`config.mk`:
```
export PLATFORM = sky130hd
export DESIGN_NAME = mul_seq_r32m
export DESIGN_NICKNAME = d
export VERILOG_FILES = /design/src/rtl/mul_seq_r32m.sv
export SDC_FILE = /design/constraint.sdc
export NUM_CORES = 1
export LEC_CHECK = 0
export BUFFER_PORTS_ARGS = -buffer_cell sky130_fd_sc_hd__buf_4
export CORE_ASPECT_RATIO = 1.75
export CORE_UTILIZATION = 61
export CTS_CLUSTER_SIZE = 10
export DETAILED_ROUTE_END_ITERATION = 6
export MAX_ROUTING_LAYER = met4
export PLACE_DENSITY = 0.83
export SLEW_MARGIN = 10
export SYNTH_ARGS = -nofsm -noshare
export SYNTH_HDL_FRONTEND = slang
export SYNTH_SLANG_ARGS = --single-unit
```
`constraint.sdc`:
```
create_clock -name clock -period 7.2 [get_ports clock]
set_clock_uncertainty 0.2 [all_clocks]
set_input_delay 0.72 -clock clock [delete_from_list [all_inputs] [get_ports clock]]
set_output_delay 0.72 -clock clock [all_outputs]
set_load 0.01 [all_outputs]
```
`src/rtl/mul_seq_r32m.sv`:
```
// mul_seq_r32m: iterative radix-2 shift-add multiplier for the RV32M
// MUL / MULH / MULHU / MULHSU group. Operands are reduced to magnitudes,
// multiplied over dataW shift-add steps, then sign-corrected in FIX.
// Optional build macro: MUL_SEQ_EARLY_EXIT_EN, which stops iterating once
// the remaining multiplier bits are all zero and applies the outstanding
// right shift in a single step.
module mul_seq_r32m #(
    parameter int dataW = 32
) (
    input  logic             clock,
    input  logic             reset,
    input  logic             start,
    input  logic             flush,
    input  logic [1:0]       mulCode,
    input  logic [dataW-1:0] A,
    input  logic [dataW-1:0] B,
    output logic             busy,
    output logic             done,
    output logic [dataW-1:0] result
);

    localparam int CNT_W = $clog2(dataW) + 1;
    localparam logic [dataW-1:0]   ONE_W  = {{(dataW-1){1'b0}}, 1'b1};
    localparam logic [2*dataW-1:0] ONE_2W = {{(2*dataW-1){1'b0}}, 1'b1};

    typedef enum logic [1:0] {
        ST_IDLE = 2'd0,
        ST_RUN  = 2'd1,
        ST_FIX  = 2'd2,
        ST_DONE = 2'd3
    } state_t;

    state_t             state_r;
    state_t             next_state_s;
    logic [1:0]         code_r;
    logic [dataW-1:0]   mcand_r;
    logic [dataW-1:0]   mplier_r;
    logic [2*dataW-1:0] acc_r;
    logic [CNT_W-1:0]   cnt_r;
    logic               neg_r;
    logic               busy_r;
    logic               done_r;
    logic [dataW-1:0]   result_r;

    logic               sign_a_s;
    logic               sign_b_s;
    logic [dataW-1:0]   abs_a_s;
    logic [dataW-1:0]   abs_b_s;
    logic [dataW:0]     addend_s;
    logic [dataW:0]     sum_s;
    logic [2*dataW-1:0] step_acc_s;
    logic [2*dataW-1:0] run_acc_s;
    logic [2*dataW-1:0] fixed_s;
    logic               last_iter_s;
`ifdef MUL_SEQ_EARLY_EXIT_EN
    logic [CNT_W-1:0]   shift_s;
`endif

    // Operand magnitudes and sign selection for the request on the inputs.
    always_comb begin
        sign_a_s = ((mulCode == 2'd1) || (mulCode == 2'd3)) && A[dataW-1];
        sign_b_s = (mulCode == 2'd1) && B[dataW-1];
        if (sign_a_s) begin
            abs_a_s = ~A + ONE_W;
        end else begin
            abs_a_s = A;
        end
        if (sign_b_s) begin
            abs_b_s = ~B + ONE_W;
        end else begin
            abs_b_s = B;
        end
    end

    // One shift-add step, termination test and final sign correction.
    always_comb begin
        if (mplier_r[0]) begin
            addend_s = {1'b0, mcand_r};
        end else begin
            addend_s = {(dataW+1){1'b0}};
        end
        sum_s      = {1'b0, acc_r[2*dataW-1:dataW]} + addend_s;
        step_acc_s = {sum_s, acc_r[dataW-1:1]};
`ifdef MUL_SEQ_EARLY_EXIT_EN
        // Remaining steps would only shift zeros in, so collapse them.
        last_iter_s = (mplier_r[dataW-1:1] == {(dataW-1){1'b0}});
        shift_s     = CNT_W'(dataW - 1) - cnt_r;
        if (last_iter_s) begin
            run_acc_s = step_acc_s >> shift_s;
        end else begin
            run_acc_s = step_acc_s;
        end
`else
        last_iter_s = (cnt_r == CNT_W'(dataW - 1));
        run_acc_s   = step_acc_s;
`endif
        if (neg_r) begin
            fixed_s = ~acc_r + ONE_2W;
        end else begin
            fixed_s = acc_r;
        end
    end

    // Next-state selection; flush always returns to IDLE.
    always_comb begin
        next_state_s = state_r;
        case (state_r)
            ST_IDLE: begin
                if (start && !flush) begin
                    next_state_s = ST_RUN;
                end else begin
                    next_state_s = ST_IDLE;
                end
            end
            ST_RUN: begin
                if (flush) begin
                    next_state_s = ST_IDLE;
                end else if (last_iter_s) begin
                    next_state_s = ST_FIX;
                end else begin
                    next_state_s = ST_RUN;
                end
            end
            ST_FIX: begin
                if (flush) begin
                    next_state_s = ST_IDLE;
                end else begin
                    next_state_s = ST_DONE;
                end
            end
            ST_DONE: next_state_s = ST_IDLE;
            default: next_state_s = ST_IDLE;
        endcase
    end

    // State register.
    always_ff @(posedge clock or posedge reset) begin
        if (reset) begin
            state_r <= ST_IDLE;
        end else begin
            state_r <= next_state_s;
        end
    end

    // Datapath registers: latch on accept, iterate in RUN, correct in FIX.
    always_ff @(posedge clock or posedge reset) begin
        if (reset) begin
            code_r   <= 2'd0;
            mcand_r  <= {dataW{1'b0}};
            mplier_r <= {dataW{1'b0}};
            acc_r    <= {(2*dataW){1'b0}};
            cnt_r    <= {CNT_W{1'b0}};
            neg_r    <= 1'b0;
            result_r <= {dataW{1'b0}};
        end else begin
            case (state_r)
                ST_IDLE: begin
                    if (next_state_s == ST_RUN) begin
                        code_r   <= mulCode;
                        mcand_r  <= abs_a_s;
                        mplier_r <= abs_b_s;
                        neg_r    <= sign_a_s ^ sign_b_s;
                        acc_r    <= {(2*dataW){1'b0}};
                        cnt_r    <= {CNT_W{1'b0}};
                    end
                end
                ST_RUN: begin
                    if (!flush) begin
                        acc_r    <= run_acc_s;
                        mplier_r <= mplier_r >> 1;
                        cnt_r    <= cnt_r + {{(CNT_W-1){1'b0}}, 1'b1};
                    end
                end
                ST_FIX: begin
                    if (!flush) begin
                        acc_r <= fixed_s;
                        if (code_r == 2'd0) begin
                            result_r <= fixed_s[dataW-1:0];
                        end else begin
                            result_r <= fixed_s[2*dataW-1:dataW];
                        end
                    end
                end
                ST_DONE: begin
                    cnt_r <= {CNT_W{1'b0}};
                end
                default: begin
                    cnt_r <= {CNT_W{1'b0}};
                end
            endcase
        end
    end

    // Registered handshake outputs derived from the upcoming state.
    always_ff @(posedge clock or posedge reset) begin
        if (reset) begin
            busy_r <= 1'b0;
            done_r <= 1'b0;
        end else begin
            busy_r <= (next_state_s == ST_RUN) || (next_state_s == ST_FIX);
            done_r <= (next_state_s == ST_DONE);
        end
    end

    assign busy   = busy_r;
    assign done   = done_r;
    assign result = result_r;

endmodule

```
### Yosys cells after proc, flatten, opt, wreduce, memory -nomap -nowiden

Index checks and enable logic that the tools add are counted.

* add/sub/neg operators: 5
* eq/ne operators: 12
* muxes and demuxes: 20
* bitwise operators: 5
* reductions and logical operators: 16

Operators by type and width (number)
* 64-bit 2-to-1 mux: 4
* 32-bit 2-to-1 mux: 6
* 64-bit one-hot mux with 3 select lines: 1
* 32-bit by 1-bit adder with 32-bit output, second input constant: 2
* 64-bit by 1-bit adder with 64-bit output, second input constant: 1
* 32-bit inverter: 2
* 64-bit inverter: 1
* 32-bit one-hot mux with 2 select lines: 1
* 32-bit by 33-bit adder with 33-bit output: 1
* 6-bit one-hot mux with 3 select lines: 1
* 6-bit 2-to-1 mux: 2
* 2-bit equality test, second input constant: 5
* 2-bit one-hot mux with 4 select lines: 1
* 6-bit by 1-bit adder with 6-bit output, second input constant: 1
* 2-bit by 1-bit equality test with 1-bit output, second input constant: 3
* 6-bit by 5-bit equality test with 1-bit output, second input constant: 1
* 2-bit 2-to-1 mux: 3
* 2-bit != test, second input constant: 3
* 3-bit AND reduction: 2
* 3-bit nonzero test: 2
* 2-bit zero test: 2
* 2-bit AND reduction: 2
* 4-bit AND reduction: 1
* 1-bit logical AND: 3
* other kinds (6): 7

* register bits: 173
* input bits: 70
* output and inout bits: 34
* word-level logic and storage cells: 68

### Depth between registers and ports, before layout

* depth in word-level cells: 7
* depth in mapped cells: 18
* mapped depth without buffers: 16

### Least setup slack after synthesis

OpenSTA, ideal clock, no wires.

* path kind: flip-flop to flip-flop
* from: register mplier_r[0]
* to: register acc_r[63]
* setup time: 0.087 ns
* arrival: 3.035 ns
* setup slack: 3.878 ns
* cell stages (with the launch flop): 14
* path buffers: 1
* cell sequence: dfrtp_1 -> clkbuf_1 -> and2_1 -> ha_1 -> inv_1 -> fa_1 -> nor2b_1 -> o2111ai_1 -> a21boi_0 -> a221o_1 -> a31o_2 -> a21oi_1 -> or4_1 -> o211ai_1

* word-level cells in the longest chain between the ends: 4

RTL lines
* start: declaration: line 37 `logic [dataW-1:0] mplier_r;`
* start signal: assignment: line 150 `mplier_r <= {dataW{1'b0}};`
* start signal: assignment: line 161 `mplier_r <= abs_b_s;`
* start signal: assignment: line 170 `mplier_r <= mplier_r >> 1;`
* 32-bit 2-to-1 mux: line 77 `if (mplier_r[0]) begin`
* 32-bit by 33-bit adder with 33-bit output: line 82 `sum_s = {1'b0, acc_r[2*dataW-1:dataW]} + addend_s;`
* 64-bit 2-to-1 mux: line 168 `if (!flush) begin`
* 64-bit one-hot mux with 3 select lines: line 156 `case (state_r)`
* end signal: assignment: line 163 `acc_r <= {(2*dataW){1'b0}};`
* end signal: assignment: line 169 `acc_r <= run_acc_s;`
* end signal: assignment: line 176 `acc_r <= fixed_s;`
* end: declaration: line 38 `logic [2*dataW-1:0] acc_r;`

Every way passes these cells. The select of a mux whose other input is x is not followed.
A chain may end at the register's enable or synchronous reset.

### Worst setup path after layout

* from: register state_r[1]
* to: register acc_r[54]

* word-level cells in the longest chain between the ends: 5

RTL lines
* start: declaration: line 33 `state_t state_r;`
* start signal: assignment: line 141 `state_r <= next_state_s;`
* 2-bit equality test (tied with other cells): line 107 `case (state_r)`
* 2-bit one-hot mux with 4 select lines: line 107
* 2-bit by 1-bit equality test with 1-bit output: line 158 `if (next_state_s == ST_RUN) begin`
* 2-bit != test (no source line)
* 4-bit AND reduction (no source line)

Parallel ways exist; a longest one is shown, timed or not.

==> flow_summary_export.csv <==
group,metric,value,unit
status,status,"finished with violations",
status,violations,"DRC",
yosys,synth-edff-count,0,
global_routing,antenna_found_initial,0,
yosys,syn_inst,1562,
yosys,synth-async-reset-ratio,1.00,
drt,route.detailed.drc,3,
worst_setup_path,cp-end-kind,"flip-flop",
die,rows,68,
clocking,cts_sinks,173,
yosys,syn_nets,1677,
die,start_util,0.626,
run,cap_violations,0,
sta,period_share,0.601,
yosys,seq_area_frac_synth,0.348,
die,die_w,110,um
placement,place_congestion,1.03,
drt,detail_route.wirelength,36.6,mm
clocking,cts_tree,"done",
clocking,cts_resized,0,
worst_setup_path,startpoint_type,"flip-flop",
die,dieArea,21000,um2
worst_setup_path,cp_max_fo,73,
yosys,synth_top_area_share,0.348,
sta,layout_setup_ws,2.87,ns
placement,dp_slack,2.95,ns
yosys,yosysMostFrequentCell,"a21oi_1",
cells_and_area,syn2layout_area_growth,11.4,%
drt,drt_first_pass_iters,7,
sta,final-hold-violation-count,0,
drt,num_vias,12100,
die,fp.dieH,191,um
sta,fin_crit,4.33,ns
yosys,syn_area_per_cell,7.97,um2
drt,drtIter0Drc,1023,
yosys,syn-cell-area,12500,um2
yosys,synth.distinct_cells,70,
clocking,h-tree-depth,4,
yosys,synth_top_cells_by_area,"dfrtp_1 (35%), a21oi_1 (7.1%), xnor2_1 (5.3%)",
yosys,yosys.area.top_type,"dfrtp_1",
sta,setup_viol,0,
global_routing,grt_max_degree,74,
sta,fin_setup_tns,0,ns
clocking,clock_path_buffers,2,
die,floorplan.io_pins,104,
clocking,cts_buffers,17,
placement,dp_hpwl,26.4,mm
drt,ant_nets,0,
sta,fmax,0.231,GHz
clocking,cts.root.buffer_cell,"clkbuf_16",
clocking,postCtsHoldBufs,0,
drt,viasPerCell,6.50,
yosys,synthTopCellsByCount,"a21oi_1 (176), dfrtp_1 (173), nand2_1 (163)",
drt,detail_route.wl_per_cell,19.7,um
pwr,p_leak,6.14,nW
pwr,powerDensity,230,nW/um2
pwr,max-vdd-ir-drop,0.156,mV
worst_setup_path,worstPathRequired,7.30,ns
sta,worst_slew_pin_slew,0.976,ns
clocking,clk_latency,0.46,ns
worst_setup_path,arrival,4.43,ns
placement,io_buffers,103,
clocking,cts_setup_buffers,0,
global_routing,grt_pass1_vias,11900,
die,core-area,19900,um2
clocking,clk_pin_slew_worst_paths,0.07,ns
yosys,synth-main-ff-cell,"dfrtp_1",
yosys,ys_ff_latch,173,
cells_and_area,n_antenna_cell,0,
cells_and_area,nNetsFinal,1715,
hold_path,hold_path.class,"primary input to async pin",
global_routing,gr-total-overflow,0,
worst_setup_path,crit_type,"flip-flop to flip-flop",
cells_and_area,layout-drive-gt1-share,0.112,
sta,rsz0062_at_grt,"no",
sta,slew_violations,0,
sta,slew_headroom,0.343,
global_routing,grt_pass1_wl,59.9,mm
yosys,ys_warn_count,0,
global_routing,grtUsageTotal,0.383,
placed cells by master, fill, tap and decap left out, drive strengths merged, types with 39 or more instances in the layout:
cell type / count
nand2: 163
xor2: 60
o21ai: 157
nor3: 62
xnor2: 76
buf: 120
ha: 44
and2: 39
a21oi: 176
dfrtp: 173
inv: 46
nor2: 145
worst max-delay path: stages (launching register included):
cell	delay, ns
dfrtp_1	0.42
inv_1	0.12
ha_2	0.19
buf_4	0.56
a21oi_1	0.12
or3_1	0.37
ha_1	0.21
nor2b_1	0.15
nor2_1	0.08
and2_1	0.36
buf_4	0.30
nand2_1	0.57
o21ai_0	0.18
a22oi_1	0.21
o21ai_0	0.11
per-stage QoR:
step                      hold slack (ns)  std cells  utilization  area (um2)  power, W
final                               0.132       1857        0.697       13900   0.00319
after global routing                0.178       1857        0.697       13900   0.00335
after CTS                           0.154       1857        0.697       13900   0.00316
after detailed placement            0.257       1826        0.668       13300   0.00226
after global placement              0.256       1826        0.668       13300   0.00223
after floorplan                     0.250       1562            -       12500   0.00194
per-layer routing:
metal,GRT usage,part of all wire
met3,0.0784,0.070
met4,0.265,0.072
met2,0.616,0.50
met1,0.416,0.36
met5,-,0
final cells by class:
type / count / area [um2]
clock buffer: 19 / 453
clock inverter: 12 / 114
fill: 1683 / 6040
inverter: 44 / 170
multi-input combinational: 1244 / 7600
sequential: 173 / 4330
tap: 245 / 307
timing repair buffer: 120 / 901
worst paths after layout:
| path | from | to | slack, ns | cells past startpoint |
|---|---|---|---|---|
| setup reg to reg | state_r[1] | acc_r[54] | 2.87 | 14 |
| max in group asynchronous | reset | neg_r | 5.48 | 3 |
| hold reg to reg | result[20] | result[20] | 0.27 | 2 |
| hold / removal | reset | acc_r[17] | 0.13 | 2 |
| min in group clock | result[20] | result[20] | 0.27 | 2 |
| setup / recovery | state_r[1] | acc_r[54] | 2.87 | 14 |
registers in the layout, indices dropped and copies added, names as in the netlist, 2 cells and up:
| register | count |
|---|---|
| state_r | 2 |
| mplier_r | 32 |
| mcand_r | 32 |
| cnt_r | 6 |
| acc_r | 64 |
| result | 32 |
| code_r | 2 |
kinds of logic after synthesis:
logic type               after synthesis  share of synthesized area
buffers and inverters                145                     0.0440
flip-flops                           173                      0.348
AO/OA/AOI/OAI                        519                      0.255
AND/OR/NAND/NOR                      535                      0.205
adder cells (fa/ha/maj)               45                     0.0458
multiplexers                           9                    0.00763
XOR/XNOR                             136                     0.0956
report_power, final:
part           total [W]  internal (W)  switching [W]
Clock           0.000910      0.000495       0.000416
Combinational    0.00106      0.000394       0.000665
Sequential       0.00122       0.00110       0.000123
Total            0.00319       0.00199        0.00120
Power figures use the tool's default switching activity.
